==> config.mk <==
export PLATFORM = sky130hd
export DESIGN_NAME = icram_fill_ctl_flat
export DESIGN_NICKNAME = d
export VERILOG_FILES = /design/src/rtl/icram_fill_if.sv /design/src/rtl/icram_fill_ctl.sv /design/src/flat_wrapper.sv
export SDC_FILE = /design/constraint.sdc
export NUM_CORES = 1
export LEC_CHECK = 0
export ABC_AREA = 0
export BUFFER_PORTS_ARGS = -buffer_cell sky130_fd_sc_hd__buf_2
export CAP_MARGIN = 0
export CORE_ASPECT_RATIO = 0.7
export CORE_UTILIZATION = 35
export CTS_CLUSTER_DIAMETER = 50
export DETAILED_ROUTE_END_ITERATION = 10
export MAX_ROUTING_LAYER = met4
export PLACE_DENSITY_LB_ADDON = 0.3
export SYNTH_ARGS = -nofsm -noshare
export SYNTH_HDL_FRONTEND = slang
export SYNTH_SLANG_ARGS = --single-unit
export TNS_END_PERCENT = 100
==> constraint.sdc <==
create_clock -name clk -period 3.13 [get_ports clk]
set_clock_uncertainty 0.15 [all_clocks]
set_input_delay 0.1565 -clock clk [delete_from_list [all_inputs] [get_ports clk]]
set_output_delay 0.1565 -clock clk [all_outputs]
set_load 0.05 [all_outputs]
==> src/rtl/icram_fill_if.sv <==
// Bundle of fetch, line-fill and array-side signals for the icram fill controller.
// The controller uses the slave view; the fetch unit, bus interface and array use the master view.
interface icram_fill_if #(
    parameter int IC_MSB = 8
);
    localparam int AW = IC_MSB - 2;

    logic          fetch_req;
    logic [AW-1:0] fetch_adr;
    logic          fetch_gnt;
    logic          fetch_rd_vld;
    logic          fill_start;
    logic [AW-1:0] fill_adr;
    logic          fill_data_vld;
    logic [31:0]   fill_data;
    logic          fill_err;
    logic          fill_busy;
    logic          fill_done;
    logic          fill_abort;
    logic          init_done;
    logic [AW-1:0] ram_adr;
    logic [31:0]   ram_di;
    logic [1:0]    ram_we;
    logic          ram_enable;

    modport slave (
        input  fetch_req, fetch_adr, fill_start, fill_adr, fill_data_vld, fill_data, fill_err,
        output fetch_gnt, fetch_rd_vld, fill_busy, fill_done, fill_abort, init_done,
               ram_adr, ram_di, ram_we, ram_enable
    );

    modport master (
        output fetch_req, fetch_adr, fill_start, fill_adr, fill_data_vld, fill_data, fill_err,
        input  fetch_gnt, fetch_rd_vld, fill_busy, fill_done, fill_abort, init_done,
               ram_adr, ram_di, ram_we, ram_enable
    );
endinterface

==> src/rtl/icram_fill_ctl.sv <==
// Sequencer for the icache data RAM: post-reset clear sweep, 32-bit-per-cycle line fills,
// and fetch reads that take any cycle a fill beat is not being written.
module icram_fill_ctl #(
    parameter int IC_MSB = 8,
    parameter int BEATS  = 4
) (
    input  logic        clk,
    input  logic        reset_l,
    icram_fill_if.slave bus
);
    localparam int AW = IC_MSB - 2;
    localparam int CW = IC_MSB - 1;
    localparam int BW = (BEATS > 1) ? $clog2(BEATS) : 1;
    localparam logic [AW-1:0] LINE_MASK = AW'(BEATS / 2 - 1);
    localparam logic [BW-1:0] LAST_BEAT = BW'(BEATS - 1);

    typedef enum logic [1:0] {INIT, IDLE, FILL} state_t;

    state_t        state_q, state_d;
    logic [CW-1:0] cnt_q, cnt_d;
    logic [BW-1:0] beat_q, beat_d;
    logic [AW-1:0] base_q, base_d;
    logic [AW-1:0] ram_adr_q, ram_adr_d;
    logic [31:0]   ram_di_q, ram_di_d;
    logic [1:0]    ram_we_q, ram_we_d;
    logic          ram_enable_q, ram_enable_d;
    logic          fetch_rd_vld_q, fetch_rd_vld_d;
    logic          fill_busy_q, fill_busy_d;
    logic          fill_done_q, fill_done_d;
    logic          fill_abort_q, fill_abort_d;
    logic          init_done_q, init_done_d;
    logic          fill_wr;
    logic          gnt;

    always_comb begin
        state_d        = state_q;
        cnt_d          = cnt_q;
        beat_d         = beat_q;
        base_d         = base_q;
        ram_adr_d      = ram_adr_q;
        ram_di_d       = ram_di_q;
        ram_we_d       = 2'b00;
        ram_enable_d   = 1'b0;
        fetch_rd_vld_d = 1'b0;
        fill_done_d    = 1'b0;
        fill_abort_d   = 1'b0;
        // A fill beat owns the array this cycle; an erroring beat is dropped and frees it.
        fill_wr        = (state_q == FILL) & bus.fill_data_vld & ~bus.fill_err;
        gnt            = bus.fetch_req & (state_q != INIT) & ~fill_wr;

        case (state_q)
            INIT: begin
                ram_adr_d    = cnt_q[CW-1:1];
                ram_di_d     = '0;
                ram_we_d     = cnt_q[0] ? 2'b01 : 2'b10;
                ram_enable_d = 1'b1;
                cnt_d        = cnt_q + CW'(1);
                if (&cnt_q) begin
                    state_d = IDLE;
                end
            end
            IDLE: begin
                if (bus.fill_start) begin
                    state_d = FILL;
                    base_d  = bus.fill_adr & ~LINE_MASK;
                    beat_d  = '0;
                end
            end
            FILL: begin
                if (bus.fill_err) begin
                    state_d      = IDLE;
                    fill_abort_d = 1'b1;
                end else if (bus.fill_data_vld) begin
                    // base has its in-line bits cleared, so this never carries out of the line
                    ram_adr_d    = base_q + AW'(beat_q >> 1);
                    ram_di_d     = bus.fill_data;
                    ram_we_d     = beat_q[0] ? 2'b01 : 2'b10;
                    ram_enable_d = 1'b1;
                    beat_d       = beat_q + BW'(1);
                    if (beat_q == LAST_BEAT) begin
                        state_d     = IDLE;
                        fill_done_d = 1'b1;
                    end
                end
            end
            default: state_d = INIT;
        endcase

        if (gnt) begin
            ram_adr_d      = bus.fetch_adr;
            ram_we_d       = 2'b00;
            ram_enable_d   = 1'b1;
            fetch_rd_vld_d = 1'b1;
        end

        fill_busy_d = (state_d == FILL);
        // Rises one cycle after the final sweep write reaches the array.
        init_done_d = init_done_q | (state_q != INIT);
    end

    always_ff @(posedge clk or negedge reset_l) begin
        if (!reset_l) begin
            state_q        <= INIT;
            cnt_q          <= '0;
            beat_q         <= '0;
            base_q         <= '0;
            ram_adr_q      <= '0;
            ram_di_q       <= '0;
            ram_we_q       <= 2'b00;
            ram_enable_q   <= 1'b0;
            fetch_rd_vld_q <= 1'b0;
            fill_busy_q    <= 1'b0;
            fill_done_q    <= 1'b0;
            fill_abort_q   <= 1'b0;
            init_done_q    <= 1'b0;
        end else begin
            state_q        <= state_d;
            cnt_q          <= cnt_d;
            beat_q         <= beat_d;
            base_q         <= base_d;
            ram_adr_q      <= ram_adr_d;
            ram_di_q       <= ram_di_d;
            ram_we_q       <= ram_we_d;
            ram_enable_q   <= ram_enable_d;
            fetch_rd_vld_q <= fetch_rd_vld_d;
            fill_busy_q    <= fill_busy_d;
            fill_done_q    <= fill_done_d;
            fill_abort_q   <= fill_abort_d;
            init_done_q    <= init_done_d;
        end
    end

    assign bus.fetch_gnt    = gnt;
    assign bus.fetch_rd_vld = fetch_rd_vld_q;
    assign bus.fill_busy    = fill_busy_q;
    assign bus.fill_done    = fill_done_q;
    assign bus.fill_abort   = fill_abort_q;
    assign bus.init_done    = init_done_q;
    assign bus.ram_adr      = ram_adr_q;
    assign bus.ram_di       = ram_di_q;
    assign bus.ram_we       = ram_we_q;
    assign bus.ram_enable   = ram_enable_q;
endmodule

==> src/flat_wrapper.sv <==
// flat-port wrapper written by rule: the top's interface ports become plain ports
module icram_fill_ctl_flat 
#(
    parameter int IC_MSB = 8,
    parameter int BEATS  = 4
)
  (clk, reset_l, bus_fetch_req, bus_fetch_adr, bus_fill_start, bus_fill_adr, bus_fill_data_vld, bus_fill_data, bus_fill_err, bus_fetch_gnt, bus_fetch_rd_vld, bus_fill_busy, bus_fill_done, bus_fill_abort, bus_init_done, bus_ram_adr, bus_ram_di, bus_ram_we, bus_ram_enable);
  icram_fill_if #(.IC_MSB(IC_MSB)) bus_i ();
  input  logic clk;
  input  logic reset_l;
  input wire logic [$bits(bus_i.fetch_req)-1:0] bus_fetch_req;
  input wire logic [$bits(bus_i.fetch_adr)-1:0] bus_fetch_adr;
  input wire logic [$bits(bus_i.fill_start)-1:0] bus_fill_start;
  input wire logic [$bits(bus_i.fill_adr)-1:0] bus_fill_adr;
  input wire logic [$bits(bus_i.fill_data_vld)-1:0] bus_fill_data_vld;
  input wire logic [$bits(bus_i.fill_data)-1:0] bus_fill_data;
  input wire logic [$bits(bus_i.fill_err)-1:0] bus_fill_err;
  output wire logic [$bits(bus_i.fetch_gnt)-1:0] bus_fetch_gnt;
  output wire logic [$bits(bus_i.fetch_rd_vld)-1:0] bus_fetch_rd_vld;
  output wire logic [$bits(bus_i.fill_busy)-1:0] bus_fill_busy;
  output wire logic [$bits(bus_i.fill_done)-1:0] bus_fill_done;
  output wire logic [$bits(bus_i.fill_abort)-1:0] bus_fill_abort;
  output wire logic [$bits(bus_i.init_done)-1:0] bus_init_done;
  output wire logic [$bits(bus_i.ram_adr)-1:0] bus_ram_adr;
  output wire logic [$bits(bus_i.ram_di)-1:0] bus_ram_di;
  output wire logic [$bits(bus_i.ram_we)-1:0] bus_ram_we;
  output wire logic [$bits(bus_i.ram_enable)-1:0] bus_ram_enable;
  assign bus_i.fetch_req = bus_fetch_req;
  assign bus_i.fetch_adr = bus_fetch_adr;
  assign bus_i.fill_start = bus_fill_start;
  assign bus_i.fill_adr = bus_fill_adr;
  assign bus_i.fill_data_vld = bus_fill_data_vld;
  assign bus_i.fill_data = bus_fill_data;
  assign bus_i.fill_err = bus_fill_err;
  assign bus_fetch_gnt = bus_i.fetch_gnt;
  assign bus_fetch_rd_vld = bus_i.fetch_rd_vld;
  assign bus_fill_busy = bus_i.fill_busy;
  assign bus_fill_done = bus_i.fill_done;
  assign bus_fill_abort = bus_i.fill_abort;
  assign bus_init_done = bus_i.init_done;
  assign bus_ram_adr = bus_i.ram_adr;
  assign bus_ram_di = bus_i.ram_di;
  assign bus_ram_we = bus_i.ram_we;
  assign bus_ram_enable = bus_i.ram_enable;
  icram_fill_ctl #(.IC_MSB(IC_MSB), .BEATS(BEATS)) u_core (.clk(clk), .reset_l(reset_l), .bus(bus_i));
endmodule
==> results of run 1 <==
## state kept, by name (all words and copies together), names as in the netlist
name                     count
u_core.state_q               2
u_core.bus.ram_we            2
u_core.bus.init_done         1
u_core.bus.ram_enable        1
u_core.bus.fill_done         1
u_core.bus.fetch_rd_vld      1
u_core.bus.fill_busy         1
u_core.base_q                5
u_core.beat_q                2
u_core.bus.ram_di           32
u_core.cnt_q                 7
u_core.bus.fill_abort        1
u_core.bus.ram_adr           6
## layout make-up
type,instances,area [µm²]
multi-input cells,99,789.5
repair buffers,143,948.4
clock buffers,13,168.9
flip-flops and latches,62,1551
clock inverters,3,65.06
fillers,615,3115
well taps,94,117.6
## per-layer routing
layer / wire (µm) / GRT usage (%) / vias to the layer above
li1: - / - / 934
met1: 2772 / 22.38 / 946
met2: 2485 / 25.28 / 71
met3: 386 / 7.033 / 8
met4: 84 / 5.873 / 0
met5: 0 / - / -
## cells by family after synthesis
logic type      synth area share [%]
fa+ha+maj                      1.022
compound gates                 16.76
xor+xnor                       2.146
mux                            4.752
flops                          63.36
buf+inv                        4.394
simple gates                   7.564
## stage by stage
step	std cells	util [%]	instance area, µm²
after global placement	353	43.76	2957
after floorplan	174	-	2449
after global routing	414	53.89	3641
after CTS	414	53.89	3641
final	414	53.89	3641
after detailed placement	353	43.76	2957
## path summary, 6_finish.rpt
| path | to | slack, ns | depth (start not counted) |
|---|---|---|---|
| setup / recovery | bus_fetch_gnt | 0.99 | 3 |
| hold / removal | u_core.bus.ram_enable | 0.03 | 2 |
| setup reg to reg | u_core.bus.ram_di[16] | 1.18 | 3 |
| hold reg to reg | u_core.bus.init_done | 0.33 | 1 |
| max in group asynchronous | u_core.bus.ram_di[14] | 1.82 | 3 |
| min in group asynchronous | u_core.base_q[4] | 0.11 | 2 |
## where the power goes
part           switching (W)  internal (W)  leakage (nW)  total [W]
clock network       0.000292      0.000513         0.120   0.000805
registers           0.000139      0.000966         0.818    0.00110
logic               0.000512      0.000282         0.977   0.000793
total               0.000942       0.00176          1.91    0.00270
## layout by cell type, fill, tap and decap left out, types with 2 or more instances in the layout
cell type / instances
nand4_1: 3
mux2_1: 5
mux2i_1: 6
a22o_1: 33
xnor2_1: 5
nand2b_1: 3
ha_1: 2
nand2_1: 6
buf_4: 3
a21o_1: 2
bufinv_16: 2
clkbuf_8: 12
o21ai_0: 2
a21oi_1: 6
nand3_1: 2
dlygate4sd3_1: 45
buf_2: 95
dfrtp_1: 62
and2_1: 3
o22ai_1: 7
## repair_timing
action	CTS	global route
resized for setup	0	0
hold endpoints to repair	60	0
hold buffers	45	0
## worst register-to-register path, cell delays in order (launching register included)
cell	delay [ns]
dfrtp_1	0.52
and4bb_1	0.69
buf_4	0.36
a22o_1	0.17
==> results.sh, run 1 <==
export IMPL_outcome="finished clean"
export IMPL_synth_flop_cell="dfrtp_1"
export IMPL_cp_arrival_ns=1.83
export IMPL_synth_edf_count=0
export IMPL_track_usage_pct=17.51
export IMPL_ys_warn_count=0
export IMPL_syn_area_um2=2449
export IMPL_cts_tree="yes"
export IMPL_htree_levels=3
export IMPL_gp_congestion=0.8091
export IMPL_post_place_ws_ns=1.147
export IMPL_grt_pass1_vias=1924
export IMPL_grt_overflow=0
export IMPL_slew_viol_final=0
export IMPL_clkSinkCount=62
export IMPL_tightest_slew_ns=0.5672
export IMPL_relSlewSlack_pct=62.19
export IMPL_startpoint="u_core.state_q[1]"
export IMPL_start_util_pct=36.24
export IMPL_cts_root_buf="clkbuf_8"
export IMPL_synthCells=174
export IMPL_min_from="bus_fetch_req"
export IMPL_cts_clk_slew_worst_paths_ns=0.06
export IMPL_async_reset_ff_share_pct=100.0
export IMPL_max_stage_delay_ns=0.55
export IMPL_finalHoldViolCount=0
export IMPL_layout_setup_ws_ns=0.9926
export IMPL_cellPowerDensity_nw_per_um2=742.2
export IMPL_die_w_um=102.0
export IMPL_postRouteAntennaNets=0
export IMPL_cts_setup_buffers=0
export IMPL_fin_setup_tns_ns=0
export IMPL_critPathMaxFanout=13
export IMPL_avgSynthCellArea_um2=14.07
export IMPL_critPathCaptureType="output pin"
export IMPL_min_period_ns=2.137
export IMPL_clock_latency_ns=0.33
export IMPL_synth_most_common_cell="dfrtp_1"
export IMPL_via_per_inst=4.732
export IMPL_antennaDiodeCount=0
export IMPL_numPortBuffers=95
export IMPL_worstPathCellList="a21o_1 > and2_1 > buf_2"
export IMPL_synth_top_area_share_pct=63.36
export IMPL_slowest_stage="dfrtp_1"
export IMPL_rsz0062_at_grt="no"
export IMPL_wl_mm=5.729
export IMPL_syn_nets=226
export IMPL_ys_seq_elements=62
export IMPL_hp_class="primary input to register"
export IMPL_ys_top_cells_by_count="dfrtp_1, a22o_1, o22ai_1"
export IMPL_path_delay_family="flip-flops"
export IMPL_core_area_um2=6756
export IMPL_regToRegStartpoint="u_core.state_q[0]"
export IMPL_peakVddDrop_mv=0.2997
export IMPL_grt_pass1_wl_mm=9.301
export IMPL_rows=25
export IMPL_dp_hpwl_mm=3.597
export IMPL_antenna_found_initial=0
export IMPL_numCtsBuffers=9
export IMPL_drive_gt1_share_pct=35.94
export IMPL_start_kind="register"
export IMPL_p_total_w=0.002702
export IMPL_syn2layout_area_growth_pct=48.70
export IMPL_path_buf_inv=1
export IMPL_finalSetupViolations=0
export IMPL_holdWs_ns=0.02655
export IMPL_die_area_um2=7340
export IMPL_cap_violations=0
export IMPL_drcViolationCount=0
export IMPL_die_h_um=71.98
export IMPL_grt_max_degree=47
export IMPL_synthDistinctLibCells=33
export IMPL_drtIter0Drc=92
export IMPL_num_nets_final=367
export IMPL_leakage_nw=1.914
export IMPL_ioPinCount=97
export IMPL_synth_area_leader_cell="dfrtp_1"
export IMPL_drtPass1Iterations=4
export IMPL_crit_type="register to output pin"
export IMPL_yosysSeqAreaShare_pct=63.36
export IMPL_synth_area_leaders="dfrtp_1, a22o_1, mux2i_1"
export IMPL_vias=1959
export IMPL_worstPathRequired_ns=2.82
export IMPL_period_share_pct=68.29
export IMPL_cts_buffer_depth=2
export IMPL_post_drt_wl_per_cell_um=13.84
export IMPL_fmax_ghz=0.4679
Note: power is estimated with default switching activity, not from simulation.
==> run 2, diff against run 1 <==
ABC_AREA = 1   (was 0)
clock period = 1.96 ns   (was 3.13 ns; I/O delays follow)
==> run 2 against run 1 <==
Compared with the run above:
- combinational power up 83%
- register-to-register slack worse by 0.81 ns
- die area up 13%
- global-route usage up 2.1 points
- critical endpoint unchanged
- largest power group is now clock
==> results.sh, run 2 <==
export IMPL_cap_violations=0
export IMPL_grt_pass1_wl_mm=12.27
export IMPL_swShare_pct=35.07
export IMPL_ys_warn_count=0
export IMPL_largest_reg_flops=32
export IMPL_leakage_nw=2.248
export IMPL_ioPinCount=97
export IMPL_finalSetupViolations=0
export IMPL_grt_pass1_vias=2481
export IMPL_switching_power_w=0.001727
export IMPL_die_area_um2=8321
export IMPL_via_per_inst=4.715
export IMPL_critPathCaptureType="output pin"
export IMPL_htree_levels=3
export IMPL_synth_most_common_cell="nand2_1"
export IMPL_synth_area_leaders="dfrtp_1, nand3_1, nand2_1"
export IMPL_vias=2560
export IMPL_die_h_um=76.62
export IMPL_antenna_found_initial=0
export IMPL_seqPwrFrac_pct=35.0
export IMPL_startpoint="u_core.state_q[0]"
export IMPL_ys_seq_elements=62
export IMPL_start_kind="register"
export IMPL_synthDistinctLibCells=26
export IMPL_r2r_end="u_core.bus.ram_di[27]"
export IMPL_critPathMaxFanout=7
export IMPL_synthCells=295
export IMPL_relSlewSlack_pct=65.54
export IMPL_reg2reg_slack_ns=0.37
export IMPL_track_usage_pct=19.61
export IMPL_postRouteAntennaNets=0
export IMPL_core_area_um2=7482
export IMPL_numCtsBuffers=9
export IMPL_dp_hpwl_mm=4.575
export IMPL_synth_flop_cell="dfrtp_1"
export IMPL_cp_arrival_ns=1.62
export IMPL_drcViolationCount=0
export IMPL_peakVddDrop_mv=0.6456
export IMPL_cts_buffer_depth=2
export IMPL_syn_area_um2=2784
export IMPL_clkSinkCount=62
export IMPL_gp_congestion=0.7433
export IMPL_cts_clk_slew_worst_paths_ns=0.05
export IMPL_internal_power_w=0.003197
export IMPL_cts_tree="yes"
export IMPL_rows=26
export IMPL_die_w_um=108.6
export IMPL_async_reset_ff_share_pct=100.0
export IMPL_fin_setup_tns_ns=0
export IMPL_fmax_ghz=0.5347
export IMPL_grt_overflow=0
export IMPL_cellPowerDensity_nw_per_um2=1187
export IMPL_syn2layout_area_growth_pct=48.94
export IMPL_cts_root_buf="clkbuf_16"
export IMPL_drive_gt1_share_pct=30.79
export IMPL_rsz0062_at_grt="no"
export IMPL_syn_nets=347
export IMPL_combPwrFrac_pct=29.4
export IMPL_clock_latency_ns=0.32
export IMPL_drtIter0Drc=153
export IMPL_clockPowerShare_pct=35.7
export IMPL_crit_type="register to output pin"
export IMPL_min_period_ns=1.870
export IMPL_tightest_slew_ns=0.5169
export IMPL_synth_edf_count=0
export IMPL_grt_max_degree=63
export IMPL_outcome="finished clean"
export IMPL_synth_area_leader_cell="dfrtp_1"
export IMPL_hp_class="primary input to asynchronous set/reset pin"
export IMPL_numPortBuffers=95
export IMPL_regToRegStartpoint="u_core.state_q[0]"
export IMPL_post_drt_wl_per_cell_um=13.57
export IMPL_worstPathRequired_ns=1.71
export IMPL_ys_top_cells_by_count="nand2_1, nand3_1, dfrtp_1"
export IMPL_final_core_utilization_pct=55.42
export IMPL_antennaDiodeCount=0
export IMPL_layout_common_cells="buf_2, nand2_1, nand3_1"
export IMPL_num_nets_final=492
export IMPL_drtPass1Iterations=4
export IMPL_finalHoldViolCount=0
export IMPL_slew_viol_final=0
export IMPL_period_share_pct=95.41
export IMPL_avgSynthCellArea_um2=9.437
export IMPL_fillers=660
export IMPL_wl_mm=7.371
export IMPL_start_util_pct=37.21
export IMPL_yosysSeqAreaShare_pct=55.73
export IMPL_r2r_cells=5
export IMPL_final_common_cell="buf_2"
export IMPL_synth_top_area_share_pct=55.73
export IMPL_cts_setup_buffers=0
==> run 2: cells by family (layout without fill, tap and decap cells) <==
logic type / after synthesis / in the layout / synth area share [%]
adders and majority gates: 2 / 2 / 0.8987
AOI/OAI and AO/OA: 12 / 12 / 2.202
DFF: 62 / 62 / 55.73
buffers and inverters: 36 / 186 / 7.640
xor gates and xnor gates: 4 / 4 / 1.259
and+or+nand+nor: 179 / 179 / 32.27
==> run 2: per-stage QoR <==
step / std cells / hold WS, ns / setup slack [ns] / cell area, µm² / total power (W)
3_5_place_dp: 479 / -0.008954 / 0.3499 / 3328 / 0.003116
4_1_cts: 543 / 0.1861 / 0.04884 / 4144 / 0.004977
2_1_floorplan: 295 / -0.3476 / 0.1498 / 2784 / 0.002778
6_report: 543 / 0.1682 / 0.08993 / 4146 / 0.004924
5_1_grt: 543 / 0.2233 / 0.01807 / 4146 / 0.005207
3_3_place_gp: 479 / -0.01171 / 0.3865 / 3328 / 0.003098
==> run 2: final cells by class <==
class	count	area (µm²)	share of cell area [%]
tap	98	122.6	2.957
sequential	62	1551	37.42
clock inverter	3	65.06	1.569
clock buffer	13	270.3	6.518
inverter	19	73.82	1.780
multi-input combinational	197	1020	24.59
timing repair buffer	151	1044	25.17
==> run 2: worst max path at each step <==
stage | endpoint | slack [ns] | cells after the start
after global routing | bus_fetch_gnt | 0.02 | 5
after detailed placement | u_core.bus.ram_adr[5] | 0.35 | 5
after floorplan | u_core.bus.fetch_rd_vld | 0.15 | 4
final | bus_fetch_gnt | 0.09 | 5
after global placement | u_core.bus.ram_adr[0] | 0.39 | 5
after CTS | bus_fetch_gnt | 0.05 | 5
==> run 2: what timing repair did <==
item | 4_1_cts | 5_1_grt
resized for setup | 0 | 1
endpoints found under the setup margin | 0 | 1
hold buffers | 48 | 0
endpoints found under the hold margin | 109 | 0
==> run 2: critical path, cell delays in order (launching register included) <==
cell and delay, ns:
dfrtp_1 0.49, nor2_4 0.11, inv_4 0.07, nand2_2 0.12, nor2_1 0.22, clkbuf_4 0.28
==> run 2: metal layers <==
layer  track usage [%]  vias to the layer above  share of wire [%]
li1                  -                     1272                  -
met3             5.902                        6                6.8
met2             28.67                      100                 43
met4             6.081                        0               0.60
met1             26.00                     1182                 50
met5                 -                        -                  0
==> run 2: power groups by stage <==
| stage | Clock [W] | Sequential, W | Combinational (W) |
|---|---|---|---|
| 2_1_floorplan | 0 | 0.00207 | 0.000709 |
| 3_3_place_gp | 0 | 0.00173 | 0.00137 |
| 3_5_place_dp | 0 | 0.00174 | 0.00138 |
| 4_1_cts | 0.00180 | 0.00172 | 0.00146 |
| 5_1_grt | 0.00186 | 0.00176 | 0.00159 |
| 6_report | 0.00176 | 0.00172 | 0.00145 |
